$ cat config.mk
export PLATFORM = sky130hd
export DESIGN_NAME = mc6502_bus_if
export DESIGN_NICKNAME = d
export VERILOG_FILES = /design/src/rtl/mc6502_bus_if.sv
export SDC_FILE = /design/constraint.sdc
export NUM_CORES = 1
export LEC_CHECK = 0
export CAP_MARGIN = 20
export CORE_MARGIN = 1.5
export CORE_UTILIZATION = 42
export DETAILED_ROUTE_END_ITERATION = 7
export PLACE_DENSITY = 0.81
export SLEW_MARGIN = 20
export SYNTH_ARGS = -nofsm -noshare
export SYNTH_HDL_FRONTEND = slang
export SYNTH_SLANG_ARGS = --single-unit
$ cat constraint.sdc
create_clock -name clk_i -period 2 [get_ports clk_i]
set_input_delay 0.5 -clock clk_i [delete_from_list [all_inputs] [get_ports clk_i]]
set_output_delay 0.5 -clock clk_i [all_outputs]
set_load 0.02 [all_outputs]
$ cat src/rtl/mc6502_bus_if.sv
// mc6502_bus_if
//   Memory bus interface for the MC6502 core. It captures the datapath
//   address and write data plus the read/write strobe when the core
//   requests an access, runs a valid/ready transaction on the memory port,
//   and holds the core with stall_o until that transaction completes.
//   A memory that never answers is aborted after P_TIMEOUT request cycles.
//   The abort raises a sticky bus_err_o, and on a read it loads P_ERR_DATA
//   into db_in_o.
//
// Ports
//   clk_i          system clock, rising edge
//   res_i          asynchronous active-high reset
//   bus_req_i      access request, sampled only in IDLE
//   rw_i           1 = read, 0 = write, sampled with bus_req_i
//   abl_i/abh_i    address low/high byte from the datapath
//   db_out_i       write data from the datapath
//   db_in_o        registered read data to the datapath
//   stall_o        core must hold state while high
//   bus_err_o      sticky timeout flag
//   err_clr_i      synchronous clear of bus_err_o (a timeout on the same edge wins)
//   mem_valid_o    transaction request to memory
//   mem_addr_o     captured {abh, abl}
//   mem_wdata_o    captured write data
//   mem_we_o       write strobe
//   mem_re_o       read strobe
//   mem_ready_i    memory completes the transaction this cycle
//   mem_rdata_i    read data, valid with mem_ready_i on a read
module mc6502_bus_if #(
  parameter logic [7:0] P_TIMEOUT  = 8'd16,
  parameter logic [7:0] P_DB_INIT  = 8'h00,
  parameter logic [7:0] P_ERR_DATA = 8'hff
) (
  input  logic        clk_i,
  input  logic        res_i,
  input  logic        bus_req_i,
  input  logic        rw_i,
  input  logic [7:0]  abl_i,
  input  logic [7:0]  abh_i,
  input  logic [7:0]  db_out_i,
  output logic [7:0]  db_in_o,
  output logic        stall_o,
  output logic        bus_err_o,
  input  logic        err_clr_i,
  output logic        mem_valid_o,
  output logic [15:0] mem_addr_o,
  output logic [7:0]  mem_wdata_o,
  output logic        mem_we_o,
  output logic        mem_re_o,
  input  logic        mem_ready_i,
  input  logic [7:0]  mem_rdata_i
);

  typedef enum logic {
    ST_IDLE = 1'b0,
    ST_REQ  = 1'b1
  } state_t;

  state_t      state_q, state_d;
  logic [7:0]  wait_cnt_q, wait_cnt_d;
  logic [7:0]  db_in_q, db_in_d;
  logic        bus_err_q, bus_err_d;
  logic [15:0] addr_q, addr_d;
  logic [7:0]  wdata_q, wdata_d;
  logic        rw_q, rw_d;
  logic        timeout;

  always_ff @(posedge clk_i or posedge res_i) begin
    if (res_i) begin
      state_q    <= ST_IDLE;
      wait_cnt_q <= 8'd0;
      db_in_q    <= P_DB_INIT;
      bus_err_q  <= 1'b0;
      addr_q     <= 16'h0000;
      wdata_q    <= 8'h00;
      rw_q       <= 1'b0;
    end else begin
      state_q    <= state_d;
      wait_cnt_q <= wait_cnt_d;
      db_in_q    <= db_in_d;
      bus_err_q  <= bus_err_d;
      addr_q     <= addr_d;
      wdata_q    <= wdata_d;
      rw_q       <= rw_d;
    end
  end

  always_comb begin
    state_d    = state_q;
    wait_cnt_d = wait_cnt_q;
    db_in_d    = db_in_q;
    addr_d     = addr_q;
    wdata_d    = wdata_q;
    rw_d       = rw_q;
    timeout    = 1'b0;

    case (state_q)
      ST_IDLE: begin
        if (bus_req_i) begin
          addr_d     = {abh_i, abl_i};
          wdata_d    = db_out_i;
          rw_d       = rw_i;
          wait_cnt_d = 8'd0;
          state_d    = ST_REQ;
        end
      end
      ST_REQ: begin
        // A ready on the last allowed cycle takes priority over the abort.
        if (mem_ready_i) begin
          if (rw_q) db_in_d = mem_rdata_i;
          state_d = ST_IDLE;
        end else if (wait_cnt_q == P_TIMEOUT - 8'd1) begin
          timeout = 1'b1;
          if (rw_q) db_in_d = P_ERR_DATA;
          state_d = ST_IDLE;
        end else begin
          wait_cnt_d = wait_cnt_q + 8'd1;
        end
      end
      default: state_d = ST_IDLE;
    endcase

    // Setting the error flag takes priority over clearing it.
    if (timeout)        bus_err_d = 1'b1;
    else if (err_clr_i) bus_err_d = 1'b0;
    else                bus_err_d = bus_err_q;
  end

  // Outputs come from registers or are decoded from state, so reset drops
  // mem_valid_o and stall_o immediately.
  assign mem_valid_o = (state_q == ST_REQ);
  assign stall_o     = (state_q == ST_REQ);
  assign mem_we_o    = (state_q == ST_REQ) & ~rw_q;
  assign mem_re_o    = (state_q == ST_REQ) & rw_q;
  assign mem_addr_o  = addr_q;
  assign mem_wdata_o = wdata_q;
  assign db_in_o     = db_in_q;
  assign bus_err_o   = bus_err_q;

endmodule

==> results.toml, run 1 <==
[timing]
tightestPinTransition_ns = 0.385
fin_worst_skew_ns = 0.00495
period_share = 0.970
fin_crit_ns = 1.94
final_hold_viol_count = 0
setup_viol = 0
drv_slew = 0
setup_tns_ns = 0
fmax_mhz = 516
slew_headroom = 0.741
grt_setup_unrepaired = "false"

[outcome]
status = "completed"

[pwr]
total_power_uw = 2540
ir_drop_mv = 0.569
p_per_area_mw_per_mm2 = 922
leakage_uw = 0.00130

[clock_tree]
cts_max_path_buffers = 2
cts_tree = "yes"
cts_setup_buffers = 0
h-tree-depth = 2
numCtsBuffers = 5
clk_latency_ns = 0.28
cts_sinks = 43
clockRootBuffer = "clkbuf_8"
cts_hold_buffers = 0
clk_pin_slew_ns = 0.07

[synthesis]
synth.distinct_cells = 28
synth_edf_count = 0
syn_inst = 199
postSynthAreaPerCell_um2 = 9.20
yosysWarnings = 0
async_reset_ff_frac = 1.00
ys_seq_area_frac = 0.587
ys_ff_latch = 43
synthFlopType = "dfrtp_1"
synthesis.nets = 238
syn_area_mm2 = 0.00183

[final_layout]
syn2layout_area_growth_pct = 50.1
layout.nets = 318
fillers = 357
n_antenna_cell = 0
drive_above_1_share = 0.0755
stdcell_count = 328

[setup_path]
critPathArrivalTime_ns = 1.44
critPathKind = "flip-flop to output pin"
worstPathRequired_ns = 1.50
endpoint_kind = "output pin"
critPathMaxFanout = 6
cp-start-kind = "flip-flop"

[die]
ios = 75
core-area_mm2 = 0.00409
dieArea_mm2 = 0.00477
die_w_um = 69.0
num_rows = 23
die_h_um = 69.0
start_util = 0.448

[global_route]
busiest_layer = "met2"
track_usage = 0.195
antenna_found_initial = 0
grt_max_degree = 19
overflow = 0
grt_pass1_wl_um = 7620
use_met2 = 0.317
grt_use_met1 = 0.250
grt_pass1_vias = 1653
use_met3 = 0.0541

[flow_run]
drv_cap = 0

[placed_design]
place_inst = 322
dpl.hpwl_um = 3180
gp_congestion = 0.763
io_buffers = 74

[detailed_routing]
firstDrtPassIters = 6
vias_per_cell = 4.94
antenna_left = 0
routedWlPerCell_um = 12.9
drc = 0
wirelength_um = 4220
num_vias = 1619
first_iter_violations = 160

[min_path]
min-delay-path-class = "flip-flop to flip-flop"
stage by stage:
| stage | instance area [um^2] | hold WS (ns) | setup slack, ns | util |
|---|---|---|---|---|
| floorplan | 1830 | 0.473 | 0.435 | - |
| global route | 2750 | 0.509 | 0.0106 | 0.673 |
| global placement | 2680 | 0.457 | 0.160 | 0.656 |
| CTS | 2750 | 0.479 | 0.00666 | 0.673 |
| detailed placement | 2680 | 0.461 | 0.145 | 0.656 |
| finish | 2750 | 0.473 | 0.0608 | 0.673 |
flip-flops by register name, summed over array words and instances (netlist names):
register	flops
bus_err_o	1
db_in_o	8
mem_addr_o	16
mem_valid_o	1
mem_wdata_o	8
rw_q	1
wait_cnt_q	8
cells by family after synthesis:
family	Yosys count	synth area share
AND/OR/NAND/NOR	111	0.255
adder cells (fa/ha/maj)	1	0.00683
buffers and inverters	14	0.0314
multiplexers	5	0.0273
flip-flops	43	0.587
AO/OA/AOI/OAI	25	0.0922
worst max-delay path, stage by stage (launching register included):
cell             delay [ns]
dfrtp_2                0.41
buf_4                  0.15
clkdlybuf4s50_1        0.60
layer usage:
layer | wire [um] | vias to the layer above
met1 | 1840 | 753
li1 | - | 814
met2 | 2070 | 48
met5 | 0 | -
met3 | 269 | 4
met4 | 44 | 0
cell usage in the layout, fill, tap and decap left out, drive strengths merged:
| cell type | Yosys | layout |
|---|---|---|
| nand3b | 1 | 1 |
| ha | 1 | 1 |
| nor2b | 3 | 3 |
| nor4 | 2 | 2 |
| o32ai | 1 | 1 |
| buf | 2 | 10 |
| mux2i | 5 | 5 |
| nor2 | 9 | 9 |
| dfrtp | 43 | 43 |
| clkbuf | 9 | 6 |
| clkdlybuf4s50 | 0 | 72 |
| and2 | 1 | 1 |
| a21oi | 9 | 9 |
| nand3 | 5 | 5 |
| a211oi | 1 | 1 |
| and3 | 1 | 1 |
| o311ai | 1 | 1 |
| o211ai | 1 | 1 |
| or4 | 2 | 2 |
| dlygate4sd2 | 0 | 2 |
| nand2 | 85 | 85 |
| nand2b | 2 | 2 |
| o21ai | 1 | 1 |
| inv | 3 | 3 |
| a32o | 1 | 1 |
| o41ai | 1 | 1 |
| o22ai | 9 | 9 |
path summary, 6_finish.rpt:
kind	startpoint	endpoint	slack (ns)	depth (start not counted)
worst min register to register	mem_addr_o[8]$_DFFE_PP0P_	mem_addr_o[8]$_DFFE_PP0P_	0.47	2
max in group asynchronous	res_i	mem_addr_o[6]$_DFFE_PP0P_	1.03	3
worst max register to register	wait_cnt_q[0]$_DFFE_PP0P_	wait_cnt_q[6]$_DFFE_PP0P_	0.48	4
worst max-delay path	mem_valid_o$_DFF_PP0_	mem_valid_o	0.06	2
worst min-delay path	mem_addr_o[8]$_DFFE_PP0P_	mem_addr_o[8]$_DFFE_PP0P_	0.47	2
min in group asynchronous	res_i	mem_addr_o[2]$_DFFE_PP0P_	0.50	2
power by group:
part | internal (uW) | switching, uW
Combinational | 446 | 448
Clock | 233 | 265
Sequential | 1030 | 109
cell type report:
class / instances / area, um^2 / share of cell area
inverter: 3 / 11.3 / 0.00409
tap: 50 / 62.6 / 0.0227
sequential: 43 / 1080 / 0.392
clock buffer: 6 / 72.6 / 0.0264
timing repair buffer: 84 / 826 / 0.300
multi-input combinational: 142 / 701 / 0.255
what timing repair did:
| item | CTS | global route |
|---|---|---|
| pin swaps | 0 | 0 |
| gates resized for setup | 2 | 1 |
| setup endpoints to repair | 2 | 1 |
synthesized netlist by cell type (2+ instances only):
cell | n | area share
nor2b_1 | 3 | 0.010
inv_1 | 3 | 0.0061
nand2_1 | 85 | 0.17
dfrtp_1 | 43 | 0.59
nor2_1 | 9 | 0.018
clkbuf_1 | 9 | 0.018
a21oi_1 | 9 | 0.025
nand3_1 | 5 | 0.014
nand2b_1 | 2 | 0.0068
mux2i_1 | 5 | 0.027
o22ai_1 | 9 | 0.031
No activity file was read; power rests on OpenSTA's default activity.
==> inputs of run 2 (changes only) <==
CTS_CLUSTER_SIZE = 14   (was default)
==> results of run 2 <==
Same layout as run 1: the final DEF is identical, and so are final timing and power.
==> inputs of run 3 (changes only) <==
CORE_MARGIN = 1   (was 1.5)
==> results.toml, run 3 (same netlist as run 1, synthesis figures left out) <==
[outcome]
status = "completed"

[final_layout]
layout.nets = 316
largest_register_ffs = 16
final_common_cell = "nand2_1"
final_util = 0.678
multi_input_area_um2 = 701
syn2layout_area_growth_pct = 51.3
drive_above_1_share = 0.0719
seqCellArea_mm2 = 0.00108
fillers = 332
n_antenna_cell = 0
final_cell_mix = "nand2_1, clkdlybuf4s50_1, dfrtp_1"
post-route-cell-area_mm2 = 0.00277

[flow_run]
drv_cap = 0

[clock_tree]
h-tree-depth = 2
cts_tree = "yes"
clk_pin_slew_ns = 0.08
cts_setup_buffers = 0
numCtsBuffers = 5
cts_sinks = 43
clk_latency_ns = 0.30
clockRootBuffer = "clkbuf_8"
cts_hold_buffers = 0
cts_max_path_buffers = 2
post_cts_resized = 0

[die]
num_rows = 23
ios = 75
dieArea_mm2 = 0.00463
die_w_um = 68.0
die_h_um = 68.0
start_util = 0.448
core-area_mm2 = 0.00409

[timing]
setup_tns_ns = 0
final_hold_viol_count = 0
fmax_mhz = 553
drv_slew = 0
slew_headroom = 0.729
grt_setup_unrepaired = "false"
setup_viol = 0
tightestPinTransition_ns = 0.403
fin_worst_skew_ns = 0.00447
period_share = 0.904
fin_crit_ns = 1.81
setup_slack_ns = 0.192

[placed_design]
place_ws_ns = 0.136
io_buffers = 74
gp_congestion = 0.825
dpl.hpwl_um = 2970
placed_cell_area_mm2 = 0.00266

[setup_path]
rr_worst_depth = 4
critPathMaxFanout = 4
critPathArrivalTime_ns = 1.31
cp-start-kind = "flip-flop"
cp_slowest_cell = "clkdlybuf4s50_1"
cp_top_family = "buffers and inverters"
worstPathRequired_ns = 1.50
endpoint_kind = "output pin"
worstPathCellList = "clkdlybuf4s50_1"
path_buf_inv = 1
max_stage_delay_ns = 0.62
critPathKind = "flip-flop to output pin"
cp.depth = 1

[detailed_routing]
routedWlPerCell_um = 12.7
vias_per_cell = 4.98
num_vias = 1632
first_iter_violations = 125
wirelength_um = 4180
drc = 0
antenna_left = 0
firstDrtPassIters = 4

[global_route]
grt_max_degree = 44
antenna_found_initial = 0
overflow = 0
grt_pass1_wl_um = 6730
grt_pass1_vias = 1511
track_usage = 0.199

[pwr]
ir_drop_mv = 0.688
p_int_uw = 1790
seqPwrFrac = 0.434
leakage_uw = 0.00134
total_power_uw = 2630
power_switching_share = 0.318
switchingPower_uw = 835
p_comb_frac = 0.340
p_per_area_mw_per_mm2 = 948
power.share.clock = 0.226

[min_path]
hold_path_depth = 2
min-delay-path-class = "flip-flop to flip-flop"
-- run 3: worst register-to-register path: stages, from the launching register on --
cell and delay (ns):
dfrtp_1 0.39, ha_1 0.20, nand3_1 0.22, or4_1 0.56, nand3_1 0.09
-- run 3: path summary, 6_finish.rpt --
kind                                            from                         to  slack [ns]
hold reg to reg            mem_addr_o[8]$_DFFE_PP0P_  mem_addr_o[8]$_DFFE_PP0P_        0.47
min in group asynchronous                      res_i  mem_addr_o[7]$_DFFE_PP0P_        0.54
setup / recovery               mem_valid_o$_DFF_PP0_                    stall_o        0.19
setup reg to reg           wait_cnt_q[0]$_DFFE_PP0P_  wait_cnt_q[6]$_DFFE_PP0P_        0.47
hold / removal             mem_addr_o[8]$_DFFE_PP0P_  mem_addr_o[8]$_DFFE_PP0P_        0.47
max in group asynchronous                      res_i     db_in_o[4]$_DFFE_PP0P_        1.25
-- run 3: power groups by stage --
stage / registers [uW] / clock network [uW] / logic (uW)
final: 1140 / 595 / 892
after global routing: 1160 / 648 / 978
after global placement: 1150 / 0 / 886
after CTS: 1140 / 616 / 905
after detailed placement: 1160 / 0 / 902
after floorplan: 1320 / 0 / 274
-- run 3: layer usage --
layer	part of all wire	up-vias	wire length, um	global-route usage
li1	-	807	-	-
met1	0.44	767	1830	0.240
met2	0.48	54	2000	0.332
met3	0.073	4	307	0.0767
met4	0.0089	0	37	0.0469
met5	0	-	0	0
-- run 3: final cells by class --
type                            instances  share of cell area
Sequential cell                        43               0.388
Inverter                                3             0.00406
Clock buffer                            8              0.0361
Multi-Input combinational cell        142               0.253
Timing Repair Buffer                   82               0.296
Tap cell                               50              0.0226
-- run 3: stage by stage --
| stage | hold WS (ns) | std cells |
|---|---|---|
| after detailed placement | 0.461 | 320 |
| after global routing | 0.506 | 328 |
| final | 0.474 | 328 |
| after global placement | 0.458 | 320 |
| after floorplan | 0.473 | 199 |
| after CTS | 0.481 | 328 |
